--- src/rtl/add_sched.sv ---
// add_sched: round-robin front end sharing one nibble-serial adder between two requesters.
// Issues each accepted word LSB digit first and reassembles the returned sum digits.
module add_sched #(
    parameter int unsigned W   = 12,
    parameter int unsigned D   = 4,
    parameter int unsigned LAT = 1
) (
    input  logic         clk,
    input  logic         rst,
    input  logic         req0_valid,
    input  logic [W-1:0] req0_a,
    input  logic [W-1:0] req0_b,
    output logic         req0_ready,
    input  logic         req1_valid,
    input  logic [W-1:0] req1_a,
    input  logic [W-1:0] req1_b,
    output logic         req1_ready,
    output logic         dp_in_valid,
    output logic         dp_first,
    output logic [D-1:0] dp_x,
    output logic [D-1:0] dp_y,
    input  logic [D-1:0] dp_s,
    input  logic         dp_c,
    output logic         res_valid,
    output logic         res_id,
    output logic [W-1:0] res_sum,
    output logic         res_cout
);
    localparam int unsigned N  = W / D;
    localparam int unsigned CW = (N > 1) ? $clog2(N) : 1;

    typedef enum logic {
        S_IDLE,
        S_ISSUE
    } state_t;

    state_t        r_state;
    state_t        w_state_nxt;
    logic [CW-1:0] r_dcnt;
    logic [CW-1:0] w_dcnt_nxt;
    logic          r_last;
    logic [W-1:0]  r_a;
    logic [W-1:0]  r_b;
    logic          r_id;
    logic [W-1:0]  r_acc;

    // Tag pipeline; index 0 travels with the digit on the adder, index LAT with its sum.
    logic          r_pv  [0:LAT];
    logic          r_pl  [0:LAT];
    logic          r_pid [0:LAT];

    logic          w_last_dig;
    logic          w_next_last;
    logic          w_slot;
    logic          w_gnt0;
    logic          w_gnt1;
    logic          w_rdy0;
    logic          w_rdy1;
    logic          w_accept;
    logic          w_cont;
    logic [W-1:0]  w_sel_a;
    logic [W-1:0]  w_sel_b;
    logic [W-1:0]  w_shift;

    // Arbitration, handshake and next-state logic
    always_comb begin
        w_state_nxt = r_state;
        w_dcnt_nxt  = r_dcnt;
        w_last_dig  = (r_dcnt == CW'(N - 1));
        w_next_last = (CW'(r_dcnt + 1'b1) == CW'(N - 1));
        w_slot      = !rst && ((r_state == S_IDLE) || w_last_dig);
        w_gnt0      = req0_valid && (!req1_valid || r_last);
        w_gnt1      = req1_valid && !w_gnt0;
        w_rdy0      = w_slot && w_gnt0;
        w_rdy1      = w_slot && w_gnt1;
        w_accept    = w_rdy0 || w_rdy1;
        w_cont      = (r_state == S_ISSUE) && !w_last_dig;
        w_sel_a     = w_gnt1 ? req1_a : req0_a;
        w_sel_b     = w_gnt1 ? req1_b : req0_b;
        case (r_state)
            S_IDLE: begin
                if (w_accept) begin
                    w_state_nxt = S_ISSUE;
                    w_dcnt_nxt  = '0;
                end
            end
            S_ISSUE: begin
                if (w_last_dig) begin
                    w_dcnt_nxt = '0;
                    if (!w_accept) begin
                        w_state_nxt = S_IDLE;
                    end
                end else begin
                    w_dcnt_nxt = CW'(r_dcnt + 1'b1);
                end
            end
            default: begin
                w_state_nxt = S_IDLE;
                w_dcnt_nxt  = '0;
            end
        endcase
    end

    assign req0_ready  = w_rdy0;
    assign req1_ready  = w_rdy1;
    assign dp_in_valid = r_pv[0];
    assign w_shift     = W'({dp_s, r_acc} >> D);

    always_ff @(posedge clk) begin
        if (rst) begin
            r_state <= S_IDLE;
            r_dcnt  <= '0;
        end else begin
            r_state <= w_state_nxt;
            r_dcnt  <= w_dcnt_nxt;
        end
    end

    // Digit issue: operands shift right so the low digit is always the next one out
    always_ff @(posedge clk) begin
        if (rst) begin
            r_last   <= 1'b1;
            r_a      <= '0;
            r_b      <= '0;
            r_id     <= 1'b0;
            dp_first <= 1'b0;
            dp_x     <= '0;
            dp_y     <= '0;
            r_pv[0]  <= 1'b0;
            r_pl[0]  <= 1'b0;
            r_pid[0] <= 1'b0;
        end else begin
            dp_first <= w_accept;
            if (w_accept) begin
                dp_x     <= w_sel_a[D-1:0];
                dp_y     <= w_sel_b[D-1:0];
                r_a      <= W'(w_sel_a >> D);
                r_b      <= W'(w_sel_b >> D);
                r_id     <= w_gnt1;
                r_last   <= w_gnt1;
                r_pv[0]  <= 1'b1;
                r_pl[0]  <= (N == 1);
                r_pid[0] <= w_gnt1;
            end else if (w_cont) begin
                dp_x     <= r_a[D-1:0];
                dp_y     <= r_b[D-1:0];
                r_a      <= W'(r_a >> D);
                r_b      <= W'(r_b >> D);
                r_pv[0]  <= 1'b1;
                r_pl[0]  <= w_next_last;
                r_pid[0] <= r_id;
            end else begin
                dp_x     <= '0;
                dp_y     <= '0;
                r_pv[0]  <= 1'b0;
                r_pl[0]  <= 1'b0;
                r_pid[0] <= 1'b0;
            end
        end
    end

    // Sum reassembly: returning digits enter from the MSB side
    always_ff @(posedge clk) begin
        if (rst) begin
            for (int unsigned i = 1; i <= LAT; i++) begin
                r_pv[i]  <= 1'b0;
                r_pl[i]  <= 1'b0;
                r_pid[i] <= 1'b0;
            end
            r_acc     <= '0;
            res_valid <= 1'b0;
            res_id    <= 1'b0;
            res_sum   <= '0;
            res_cout  <= 1'b0;
        end else begin
            for (int unsigned i = 1; i <= LAT; i++) begin
                r_pv[i]  <= r_pv[i-1];
                r_pl[i]  <= r_pl[i-1];
                r_pid[i] <= r_pid[i-1];
            end
            res_valid <= 1'b0;
            if (r_pv[LAT]) begin
                r_acc <= w_shift;
                if (r_pl[LAT]) begin
                    res_valid <= 1'b1;
                    res_sum   <= w_shift;
                    res_cout  <= dp_c;
                    res_id    <= r_pid[LAT];
                end
            end
        end
    end

endmodule

--- config.mk ---
export PLATFORM = sky130hd
export DESIGN_NAME = add_sched
export DESIGN_NICKNAME = d
export VERILOG_FILES = /design/src/rtl/add_sched.sv
export SDC_FILE = /design/constraint.sdc
export NUM_CORES = 1
export LEC_CHECK = 0
export ABC_CLOCK_PERIOD_IN_PS = 2350
export BUFFER_PORTS_ARGS = -buffer_cell sky130_fd_sc_hd__buf_2
export CAP_MARGIN = 10
export CELL_PAD_IN_SITES_DETAIL_PLACEMENT = 1
export CELL_PAD_IN_SITES_GLOBAL_PLACEMENT = 1
export CORE_MARGIN = 10
export CORE_UTILIZATION = 36
export CTS_CLUSTER_DIAMETER = 60
export DETAILED_ROUTE_END_ITERATION = 8
export GPL_ROUTABILITY_DRIVEN = 0
export GPL_TIMING_DRIVEN = 0
export PLACE_DENSITY = 0.77
export RECOVER_POWER = 25
export SYNTH_ARGS = -nofsm -noshare
export SYNTH_HDL_FRONTEND = slang
export SYNTH_SLANG_ARGS = --single-unit
--- constraint.sdc ---
create_clock -name clk -period 2.35 [get_ports clk]
set_input_delay 0 -clock clk [delete_from_list [all_inputs] [get_ports clk]]
set_output_delay 0 -clock clk [all_outputs]
set_load 0.1 [all_outputs]
# Word-level counts from Yosys, hierarchy flattened
# Memory sizes are Yosys's and may differ from the RTL's. A register that Yosys moved wholly into a read port is not among the register bits.
# Cells that the tools add are included.
[totals]
latch_bits = 0
romBits = 0
mem_count = 3
register_bits = 56
out_inout_bits = 27
mem_bits_rw = 6
inputBits = 57
[memory_table]
columns = ["name", "words", "width", "rd", "rd_clocked_by_memory_dff", "wr", "line_no", "rtl"]
rows = [
  ["r_pid", 2, 1, 2, 1, 2, "50", "logic r_pid [0:LAT];"],
  ["r_pl", 2, 1, 2, 0, 2, "49", "logic r_pl [0:LAT];"],
  ["r_pv", 2, 1, 2, 0, 2, "48", "logic r_pv [0:LAT];"],
]
[op_classes]
n_mux = 42
mul = 0
div = 0
shift = 0
n_addsub = 1
n_eq_ne = 3
reduce_logical = 16
bitwise_logic = 14
order_cmp = 0
[ops]
columns = ["cell", "n"]
rows = [
  ["two-way mux 8 bit", 4],
  ["two-way mux 1 bit", 28],
  ["two-way mux 12 bit", 2],
  ["two-way mux 4 bit", 4],
  ["OR 1 bit", 12],
  ["logical AND 1 bit", 6],
  ["equality test 2 bit (second input constant)", 2],
  ["zero test 1 bit", 4],
  ["two-way mux 2 bit", 2],
  ["case mux 2 bit (2 select lines)", 1],
  ["logical OR 1 bit", 3],
  ["adder 2 x 1 -> 2 bit (second input constant)", 1],
  ["!= test 2 bit (second input constant)", 1],
  ["inverter 1 bit", 2],
  ["case mux 1 bit (2 select lines)", 1],
  ["AND reduction 2 bit", 1],
  ["nonzero test 2 bit", 1],
  ["OR reduction 2 bit", 1],
]

# Depth between registers and ports, before layout
# Gate-level depths: netlist of the first run.
[logic_depth]
ltp_word = 13
depth_mapped = 9

# Least setup slack after synthesis of the first run
# No wires, ideal clock.
[synth_path]
kind = "register to output"
start = "reg r_dcnt[0]"
end = "out req0_ready"
arrival_time_ns = 3.134
stages_incl_launch_ff = 6
setup_slack_ns = -0.784
n_path_buf = 2
t_required_ns = 2.350
cell_sequence = "dfxtp_1 -> nand2b_1 -> and2_4 -> buf_6 -> clkbuf_1 -> nor3b_1"
[synth_via]
elab_chain_cells = 4
[synth_rtl]
columns = ["element", "line_no", "rtl"]
rows = [
  ["start: declaration", "39", "logic [CW-1:0] r_dcnt;"],
  ["start signal: assignment", "115", "r_dcnt <= w_dcnt_nxt;"],
  ["equality test 2 bit", "69", "w_last_dig = (r_dcnt == CW'(N - 1));"],
  ["logical OR 1 bit", "71", "w_slot = !rst && ((r_state == S_IDLE) || w_last_dig);"],
  ["logical AND 1 bit", "71", ""],
  ["logical AND 1 bit", "74", "w_rdy0 = w_slot && w_gnt0;"],
  ["end: declaration", "13", "output logic req0_ready,"],
]
# Every way passes these cells.

# Worst setup path after layout of the first run
[layout_path]
start = "reg r_last"
end = "reg r_b[7]"
[layout_via]
elab_chain_cells = 7
[layout_rtl]
columns = ["element", "line_no", "rtl"]
rows = [
  ["start: declaration", "41", "logic r_last;"],
  ["start signal: assignment", "140", "r_last <= w_gnt1;"],
  ["logical OR 1 bit (*)", "72", "w_gnt0 = req0_valid && (!req1_valid || r_last);"],
  ["logical AND 1 bit (*)", "72", ""],
  ["zero test 1 bit", "73", "w_gnt1 = req1_valid && !w_gnt0;"],
  ["logical AND 1 bit", "73", ""],
  ["logical AND 1 bit", "75", "w_rdy1 = w_slot && w_gnt1;"],
  ["logical OR 1 bit", "76", "w_accept = w_rdy0 || w_rdy1;"],
  ["two-way mux 8 bit or nonzero test 2 bit (tied branches)", "--", ""],
  ["end signal: assignment", "138", "r_b <= W'(w_sel_b >> D);"],
  ["end signal: assignment", "148", "r_b <= W'(r_b >> D);"],
  ["end: declaration", "43", "logic [W-1:0] r_b;"],
]
# Every way passes the cells marked *; elsewhere a longest branch is shown, timed or not.
# A chain may end at the register's enable or synchronous reset.

==> summary by stage, run 1 <==
Drt
In the routed design, unresolved DRC markers number 0. The via count of the routed design is between 2000 and 2500. The first TritonRoute pass finished after 4 iterations. The routed wire length is 8100 um.

Once detail routing completed, the nets flagged for antenna violations numbered 0. The routed wirelength normalized by instance count is ~17 um. The detailed-route vias per instance is just under 5.

The initial detailed-routing violation count is 42.

CTS
The setup fix buffers added after clock tree synthesis is 0. The clock insertion delay at the later pin of the skew report is 0.34 ns. The H-tree generated during clock tree synthesis spans 3 levels. No sink is reached through more buffers than the 2 on the longest clock path. TritonCTS built the clock tree. In this run the clock root is driven by a clkbuf_8. The number of sinks on the clock net is 59. The clock-pin slew reported for the worst setup and hold paths after clock tree synthesis is 0.07 ns. The number of buffers inserted during clock tree synthesis is 9.

Timing
In the final timing run, aggregate negative setup slack is 0 ns. Setup violations remaining at the end of the flow were counted as 0. The final hold violation count was 0. Setup repair after global routing left no endpoint under its margin. The max-slew violation count is 0. Between clock sinks in the finished design, the worst skew comes to around 0.012 ns. In the finished design, the share of the clock period the worst path needs comes to about nine tenths. The shortest clock period the worst path allows after layout is about 2.2 ns. Timing would allow up to approximately 0.46 GHz. The normalized max-slew margin is 21.3%. For the pin with the worst max-slew slack, the measured transition is about 1.2 ns.

Floorplan
The floorplan row count is 29. The height of the chip is between 100 and 150 um. In this run the horizontal extent of the chip is 102 um. The die covers 10300 um2. The boundary pin count is 84. In this run the standard cell core region covers 6420 um2. The initial core utilization is a little under two fifths.

Power and ir drop
Power spread over the standard cell area amounts to between 600 and 700 nW/um2. The share of power burned in the clock network is about 37%. The sequential share of power is 44.2%.

The combinational share of power is a little under a fifth. The static leakage is approximately 1.5 nW. The highest ir drop seen on vdd is 0.295 mV. Net switching is approximately 30% of the power.

The net switching power of the design is about 0.00074 W. The internal power is between 0.0015 and 0.002 W.

Global routing
In the global route stage, overall resource usage came out at 15.8%. The number of antenna violations at the first check in global routing is 0. The leftover overflow at the end of global routing is 0. The first global-routing pass estimated between 10000 and 15000 um of wire. The pin count of the biggest net entering global routing is 12.

The via count of the first global-routing pass is 2643.

Yosys
Synthesis produced a netlist whose cell count is roughly 260. Counting instances in the post-synthesis netlist gives the leading cell types as nand2_1 (58), dfxtp_1 (56), nor2_1 (28). The fraction of registers with async set/reset is 0%. The number of enable-type register cells in the synthesized netlist is 3. The average cell area after synthesis is just over 9 um2.

After synthesis, the cell types taking the most area are dfxtp_1 (47%), nand2_1 (9.1%), mux2i_1 (7.1%). The number of distinct standard cells referenced by the synthesized netlist is 33. The most used flip-flop cell after synthesis is dfxtp_1. The count of state elements after synthesis is 59. After synthesis, the largest area contributor takes up around 47% of total cell area.

By instance count, the leading cell after synthesis is nand2_1. The largest total area in the synthesized netlist belongs to dfxtp_1. The synthesis warning total is 0. The sequential cell area fraction in the yosys report is between 50 and 60%. The cell area that synthesis handed to floorplanning was 2400 um2.

Layout
The number of filler instances in the final layout is approximately 760. The core utilization of the finished layout is between 50% and 60%. For this run, the post-layout net count is between 400 and 500. The count of cells in the finished layout, fillers not included, comes to 476. The post-route netlist has 27.6% of its cells at a drive strength greater than 1. The number of antenna diodes in the final layout is 0. From synthesis to final layout, the design area changed by 47.0%.

Critical path
The setup path with the least slack is of type register to register. In this run the worst setup path begins at r_last$_SDFFE_PP1N_. The critical path capture point type is a register. For flop-to-flop paths, the worst setup slack is 0.19 ns. The startpoint identified for the worst register-to-register timing path is r_last$_SDFFE_PP1N_. STA classifies the critical path startpoint as a register. Along the worst path, the maximum fanout reaches 10. The required time reported for the critical path endpoint is about 2.6 ns. STA puts the critical path data arrival time at 2.38 ns.

Placed design
The number of placed instances, taps included, is approximately 420. After legalization and detailed placement, the total HPWL measured around 5400 um. The port buffer count is 80.

Run status
The flow ran to the end, and the final reports show no timing, DRC or antenna violations.

Flow run
The max-capacitance violation count is 0.

Min path
The path class of the tightest hold or removal check is input port to register. The startpoint identified for the worst hold timing path is req0_a[6].
## layer usage
metal	vias up	part of all wire (%)	GRT usage, %
li1	1159	-	-
met3	7	7.6	7.08
met1	1130	39	15.2
met5	-	0	0
met2	70	53	29.0
met4	0	1.2	5.94
## power groups by stage
stage               logic, W  clock network, W  registers (W)
CTS                 0.000465          0.000926        0.00109
global placement    0.000393                 0        0.00111
floorplan           0.000184                 0        0.00121
finish              0.000464          0.000911        0.00109
detailed placement  0.000400                 0        0.00111
global route        0.000499          0.000975        0.00109
## placed cells by master, fill, tap and decap left out, types with 2 or more instances in the layout
master,instances
and2_1,2
clkinv_2,3
clkbuf_1,21
nand2_1,58
nor2b_1,3
nor2_1,28
nand2b_1,2
buf_2,75
a21oi_1,18
a221oi_1,8
inv_1,3
o2bb2ai_1,8
mux2i_1,17
clkbuf_8,9
dfxtp_1,55
nor2_2,2
buf_6,2
dlygate4sd3_1,43
edfxtp_1,3
a311oi_2,7
conb_1,3
a211oi_1,8
## final cells by class
| class | count | area, um2 | area share (%) |
|---|---|---|---|
| Sequential cell | 59 | 1210 | 34.4 |
| Multi-Input combinational cell | 177 | 1070 | 30.3 |
| Timing Repair Buffer | 123 | 822 | 23.3 |
| Clock buffer | 9 | 124 | 3.51 |
| Buffer | 20 | 109 | 3.09 |
| Tap cell | 77 | 96.3 | 2.73 |
| Clock inverter | 7 | 67.6 | 1.92 |
| Inverter | 4 | 27.5 | 0.780 |
## sequential cells by signal (all words and copies together) (netlist names)
register	count
r_state	1
r_acc	8
dp_y	4
res_id	1
res_valid	1
r_last	1
r_b	8
r_id	1
r_pid	2
res_cout	1
r_pv	2
r_dcnt	2
r_pl	2
r_a	8
res_sum	12
dp_first	1
dp_x	4
## stage by stage
step                      total power, W  hold WS, ns  instance area (um2)  setup WS [ns]
after floorplan                  0.00139        0.136                 2420          0.201
after global placement           0.00150        0.246                 2910          0.627
after detailed placement         0.00151        0.260                 2910          0.593
after CTS                        0.00248       0.0340                 3540         0.0382
after global routing             0.00256       0.0479                 3530         0.0983
final                            0.00246       0.0453                 3530          0.192
## critical path, cell delays in order (launching register included)
cell and delay, ns:
dfxtp_1 0.35, nand2_1 0.07, nand2_1 0.42, buf_2 0.34, mux2i_1 0.23, dlygate4sd3_1 0.57, o2bb2ai_1 0.07
## cell families (layout without fill, tap and decap cells)
family / Yosys count / after routing / synth area share, %
buffers and inverters: 24 / 163 / 5.74
AND/OR/NAND/NOR: 104 / 104 / 18.7
flip-flops: 59 / 59 / 50.5
multiplexers: 17 / 17 / 7.09
AO/OA/AOI/OAI: 53 / 53 / 17.9
other: 1 / 3 / 0.156
## path summary, 6_finish.rpt
kind / to / cells after the start
hold / removal: r_a[2]$_SDFFE_PP0P_ / 3
hold reg to reg: res_id$_SDFFE_PP0P_ / 2
setup / recovery: r_b[7]$_SDFFE_PP0P_ / 6
setup reg to reg: r_b[7]$_SDFFE_PP0P_ / 6
## repair_timing
item,CTS,global route
endpoints found under the setup margin,0,7
endpoints found under the hold margin,32,7
hold buffers,43,7
resized for setup,0,1
No activity file was read; power rests on OpenSTA's default activity.
==> run 2, diff against run 1 <==
Settings changed: BUFFER_PORTS_ARGS -buffer_cell sky130_fd_sc_hd__buf_2 to unset, CAP_MARGIN 10 to unset, CORE_UTILIZATION 36 to 45, DONT_BUFFER_PORTS set to 1, PLACE_DENSITY 0.77 to 0.76.
==> summary by stage, run 2 (synthesis gave the netlist of run 1 again) <==
Run status
The flow ran to the end, and the final reports show no timing, DRC or antenna violations.

Timing
The post-route fraction of the period consumed by the critical path is 89.8% (-2.0 points). The setup slack of the critical path after layout is 0.240 ns (+0.0478 ns). The clock skew is 0.00832 ns (-0.00403 ns).

The final hold violation count is 0 (unchanged). The shortest clock period the worst path allows after layout is 2.11 ns (-0.0478 ns). The max-slew violation count is 0 (unchanged).

The number of endpoints failing setup at the final stage is 0 (unchanged). The setup TNS is 0 ns (unchanged). The highest clock rate is 0.474 GHz (+2.3%). The normalized max-slew margin was 27.8% (+6.5 points). Setup repair after global routing left no endpoint under its margin. The transition at the pin with the smallest max-transition slack is 1.08 ns (-0.104 ns).

Placed design
The minimum setup slack after placement was 0.374 ns (-0.219 ns). The port buffer count is 0 (-100%). The total half-perimeter wirelength after legalization and detailed placement is 4930 um (-8.4%).

Power and ir drop
The share of power burned in the clock network is 37.6% (+0.6 points). The static leakage is 1.25 nW (-17%). The cell area power density was 761 nW/um2 (+9.1%).

The sequential share of power is 48.9% (+4.7 points). The combinational share of power is 13.5% (-5.3 points). The switching share of power came to 29.8% (-0.33 points).

The net switching power of the design came to 0.000733 W (-1.1%). The internal power is 0.00173 W (+0.48%). The highest ir drop seen on vdd was 0.527 mV (+79%).

Critical path
The required time reported for the critical path endpoint is 2.35 ns (-0.23 ns). The kind of launch point of the worst setup path is a register. The delay of the slowest cell on the worst path was 0.82 ns (+0.25 ns). The cell with the largest stage delay on the worst path is nor3_4.

The highest net fanout along the worst path is 10 (unchanged). The critical path data arrival time was 2.11 ns (-0.27 ns). The kind of cell with the highest combined delay on the critical path is simple AND/OR/NAND/NOR gates. The number of buffer and inverter stages on the critical path is 1 (-1). The signal on the critical path passes through nand2_1 > nand2_2 > buf_2 > nor3_4. The worst setup path is captured at a primary output. The type of the worst setup path is register to primary output.

Drt
The via count of the routed design is 2209 (-6.6%). The routed wirelength normalized by instance count is 21.7 um (+28%). The initial detailed-routing violation count is 105 (+150%). The detailed-route vias per instance was 5.58 (+12%). The remaining number of nets flagged by the antenna check after routing was 0 (unchanged).

The routed wire length is 8610 um (+6.3%). The first-pass detailed-route iteration total is 5 (+1). The post-route DRC violation count is 0 (unchanged).

Layout
The number of antenna diodes is 0 (unchanged). The layout cell share with drive strength beyond 1 is 12.0% (-16 points). Ranked by flip-flop count, first place goes to res_sum. The core utilization of the finished layout is 62.9% (+8.0 points). The library cells used most frequently in the layout, excluding fill and tap cells, are nand2_1 (57), dfxtp_1 (54), dlygate4sd3_1 (53). The count of nets after finishing is 378 (-16%). From synthesis to final layout, the design area changed by 34.8%.

The flip-flop count of the largest register, all copies and words added is 12 (unchanged). Leaving out fill and tap cells, the most frequent cell in the layout is nand2_1.

Global routing
The pin count of the biggest net entering global routing is 16 (+4). The number of antenna violations at the first check in global routing came to 0 (unchanged). The global-route total usage across every layer is 20.7% (+4.9 points).

The leftover overflow at the end of global routing is 0 (unchanged). The via count of the first global-routing pass came to 2500 (-5.4%). The global-route wire length before repair is 13800 um (+8.3%).

CTS
The clock insertion delay at the later pin of the skew report is 0.34 ns (about the same). The clock tree from TritonCTS is built. The number of sinks on the clock net is 59 (unchanged). The clock root buffer is clkbuf_8.

The H-tree depth is 3 (unchanged). The clock-pin slew reported for the worst setup and hold paths after clock tree synthesis is 0.07 ns (about the same). The number of buffers inserted during clock tree synthesis is 9 (unchanged). The buffer depth of the longest clock path is 2 (unchanged). The setup fix buffers added after clock tree synthesis is 0 (unchanged).

Floorplan
The height of the chip is 93.0 um (-8.5%). The initial core utilization was 46.7% (+9.3 points). The area of the core is 5140 um2 (-20%). The width of the die is 93.0 um (-8.5%). The boundary pin count came to 84 (unchanged). The floorplan row count is 26 (-10%). The die footprint is 8650 um2 (-16%).

Flow run
The max-capacitance violation count is 0 (unchanged).

Min path
The min-delay analysis places its worst path in the category input port to register.
run 2: cell types whose count changed in the layout (fill, tap and decap cells not counted), sizes merged:
cell,change
buf,-73
clkinvlp,-1
dlygate4sd3,+10
clkbuf,-8
clkinv,-1
run 2: path summary, 6_finish.rpt:
kind	slack, ns	startpoint	endpoint	cells past startpoint
max reg2reg	0.25	r_last$_SDFFE_PP1N_	r_a[7]$_SDFFE_PP0P_	6
min	0.04	rst	r_pv[1]$_SDFF_PP0_	2
min reg2reg	0.45	r_pid[1]$_SDFF_PP0_	res_id$_SDFFE_PP0P_	2
max	0.24	r_last$_SDFFE_PP1N_	req1_ready	4
run 2: metal layers:
layer / vias up / part of all wire, % / GRT usage (%)
li1: 1018 / - / -
met1: 1084 / 37 / 21.2
met2: 84 / 53 / 37.4
met3: 23 / 6.6 / 6.39
met4: 0 / 3.1 / 10.0
met5: - / 0 / 0
run 2: repair_timing:
| action | in CTS | in global routing |
|---|---|---|
| resized for setup | 0 | 4 |
| setup endpoints to repair | 1 | 10 |
| pin swaps | 1 | 0 |
| gates cloned | 0 | 0 |
| hold endpoints to repair | 33 | 6 |
| hold buffers | 53 | 6 |
run 2: worst register-to-register path, stage by stage, from the launching register on:
cell	delay, ns
dfxtp_1	0.37
nand2_1	0.10
nand2_2	0.28
buf_2	0.34
mux2i_1	0.22
dlygate4sd3_1	0.57
o2bb2ai_1	0.10
run 2: cell type report:
| cell class | instances | area [um2] |
|---|---|---|
| Buffer | 17 | 97.6 |
| Clock buffer | 11 | 141 |
| Clock inverter | 5 | 51.3 |
| Fill cell | 588 | 1910 |
| Inverter | 4 | 27.5 |
| Multi-Input combinational cell | 177 | 1080 |
| Sequential cell | 59 | 1210 |
| Tap cell | 70 | 87.6 |
| Timing Repair Buffer | 53 | 531 |
run 2: metrics by stage:
stage | hold slack [ns] | total power (W) | std cells | instance area [um2]
4_1_cts | 0.0501 | 0.00245 | 398 | 3240
2_1_floorplan | 0.136 | 0.00139 | 260 | 2420
3_3_place_gp | 0.138 | 0.00144 | 330 | 2500
6_report | 0.0437 | 0.00246 | 396 | 3230
3_5_place_dp | 0.145 | 0.00145 | 330 | 2520
5_1_grt | 0.0885 | 0.00255 | 396 | 3230
run 2: power groups by stage:
stage / sequential (W) / combinational (W) / clock, W
global placement: 0.00122 / 0.000221 / 0
finish: 0.00120 / 0.000332 / 0.000926
CTS: 0.00120 / 0.000319 / 0.000928
floorplan: 0.00121 / 0.000184 / 0
global route: 0.00121 / 0.000363 / 0.000984
detailed placement: 0.00122 / 0.000232 / 0
==> run 3, diff against run 2 <==
Settings changed: RECOVER_POWER 25 to 100.
==> summary by stage, run 3 (synthesis gave the netlist of run 1 again) <==
Critical path
The delay of the slowest cell on the worst path was 0.84 ns (+0.02 ns). The critical path data arrival time is 2.15 ns (+0.04 ns). The highest net fanout along the worst path came to 10 (unchanged). The signal on the critical path passes through nand2_1 > nand2_2 > clkbuf_2 > nor3_4.

The required time reported for the critical path endpoint is 2.35 ns (about the same). The largest individual stage delay along the critical path comes from the cell nor3_4. The worst setup path is launched from a register. STA classifies the critical path endpoint as a primary output.

The cell family contributing the most delay on the critical path is simple AND/OR/NAND/NOR gates. The number of buffer and inverter stages on the critical path came to 1 (unchanged). The critical path is of the register to primary output type.

Timing
The final hold violation count is 0 (unchanged). The setup TNS is 0 ns (unchanged). Setup repair after global routing left no endpoint under its margin.

The post-route fraction of the period consumed by the critical path is 91.6% (+1.8 points). The max-slew violation count was 0 (unchanged). The shortest clock period the worst path allows after layout is 2.15 ns (+0.0414 ns).

The transition at the pin with the smallest max-transition slack is 1.07 ns (-0.00773 ns). The highest clock rate was 0.465 GHz (-1.9%). The normalized max-slew margin was 28.3% (+0.52 points). The clock skew came to 0.00959 ns (+0.00127 ns). The number of endpoints failing setup at the final stage is 0 (unchanged).

The setup slack of the critical path after layout came to 0.198 ns (-0.0414 ns).

Layout
The count of nets after finishing is 378 (unchanged). The flip-flop count of the largest register, all copies and words added is 12 (unchanged). The number of standard cells in the final layout excluding fillers was 396 (unchanged).

The layout cell share with drive strength beyond 1 was 9.51% (-2.5 points). The number of filler instances in the final layout is 597 (+1.5%). The number of antenna diodes is 0 (unchanged). The register ranked first by flip-flop count is res_sum. The library cell used most frequently in the layout, excluding fill and tap cells, is nand2_1. From synthesis to final layout, the design area changed by 32.4%.

In the layout the commonest cells are nand2_1 (57), dfxtp_1 (55), dlygate4sd3_1 (53). The cell area after layout is 3180 um2 (-1.7%). The core utilization of the finished layout is 61.8% (-1.1 points).

The area taken by multi-input logic gates is 1040 um2 (-3.7%). The storage element area is 1210 um2 (-0.10%).

Drt
The post-route DRC violation count is 0 (unchanged). The via count of the routed design was 2176 (-1.5%). The first-pass detailed-route iteration total is 4 (-1). The initial detailed-routing violation count is 82 (-22%). The routed wirelength normalized by instance count is 21.8 um (+0.14%). The detailed-route vias per instance came to 5.49 (-1.5%). The routed wire length is 8620 um (+0.14%). The remaining number of nets flagged by the antenna check after routing was 0 (unchanged).

CTS
TritonCTS built the clock tree. The buffer depth of the longest clock path is 2 (unchanged). The clock-pin slew reported for the worst setup and hold paths after clock tree synthesis is 0.07 ns (about the same). The cell sitting at the root of the clock tree is a clkbuf_8.

The H-tree depth was 3 (unchanged). The number of sinks on the clock net is 59 (unchanged). The number of buffers inserted during clock tree synthesis is 9 (unchanged). The clock insertion delay at the later pin of the skew report is 0.34 ns (about the same). The setup fix buffers added after clock tree synthesis is 0 (unchanged).

Floorplan
The initial core utilization is 46.7% (unchanged). The die footprint is 8650 um2 (unchanged). The boundary pin count was 84 (unchanged). The floorplan row count was 26 (unchanged). The width of the die is 93.0 um (unchanged).

The height of the chip is 93.0 um (unchanged). The area of the core is 5140 um2 (unchanged).

Global routing
The number of antenna violations at the first check in global routing is 0 (unchanged). The via count of the first global-routing pass is 2500 (unchanged). The leftover overflow at the end of global routing came to 0 (unchanged). The pin count of the biggest net entering global routing is 16 (unchanged). The global-route total usage across every layer is 20.7% (unchanged). The global-route wire length before repair is 13800 um (unchanged).

Placed design
The total half-perimeter wirelength after legalization and detailed placement is 4930 um (unchanged). The instance area after placement is 2520 um2 (unchanged). The port buffer count is 0 (unchanged).

The minimum setup slack after placement is 0.374 ns (unchanged). The number of placed instances with taps included came to 330 (unchanged).

Power and ir drop
The cell area power density came to 769 nW/um2 (+1.1%). The highest ir drop seen on vdd is 0.524 mV (-0.56%). The static leakage was 1.24 nW (-0.97%).

Flow run
The max-capacitance violation count was 0 (unchanged).

Min path
The path category of the worst min-delay check is input port to register.

Run status
The flow ran to the end, and the final reports show no timing, DRC or antenna violations.
==> run 3: cell types whose count changed in the layout (fill, tap and decap cells not counted), sizes merged <==
cell / delta
clkbuf: +2
buf: -2
==> run 3: layout make-up <==
class | count | share of cell area, %
plain buffers | 17 | 2.60
clock buffers | 11 | 4.45
clock inverters | 5 | 1.61
inverters | 4 | 0.866
multi-input cells | 177 | 32.9
flip-flops and latches | 59 | 38.1
well taps | 70 | 2.76
repair buffers | 53 | 16.7
==> run 3: worst paths after layout <==
path,from,to,slack (ns),depth (start not counted)
worst max-delay path,r_last$_SDFFE_PP1N_,req1_ready,0.20,4
worst min-delay path,rst,r_pv[1]$_SDFF_PP0_,0.06,2
worst min register to register,r_pid[1]$_SDFF_PP0_,res_id$_SDFFE_PP0P_,0.45,2
worst max register to register,r_last$_SDFFE_PP1N_,r_a[7]$_SDFFE_PP0P_,0.23,6
==> run 3: per-stage QoR <==
stage               hold WS [ns]  total power [W]
detailed placement         0.145          0.00145
global placement           0.138          0.00144
finish                    0.0578          0.00244
CTS                       0.0501          0.00245
global route              0.0885          0.00254
floorplan                  0.136          0.00139
==> run 3: layer usage <==
layer  global-route usage [%]  part of all wire, %  vias up
met3                     6.39                  6.7       19
met1                     21.2                   38     1060
met5                        0                    0        -
met2                     37.4                   53       83
li1                         -                    -     1014
met4                     10.0                  2.9        0
==> run 3: report_power, final <==
part | leakage [nW] | switching (W) | internal, W
Sequential | 0.489 | 0.000144 | 0.00106
Combinational | 0.643 | 0.000171 | 0.000147
Clock | 0.103 | 0.000410 | 0.000514
Total | 1.24 | 0.000725 | 0.00172
==> run 3: what timing repair did <==
item                                    CTS  global route
resized for setup                         0             4
pin swaps                                 1             0
hold buffers                             53             6
endpoints found under the setup margin    1            10
endpoints found under the hold margin    33             6
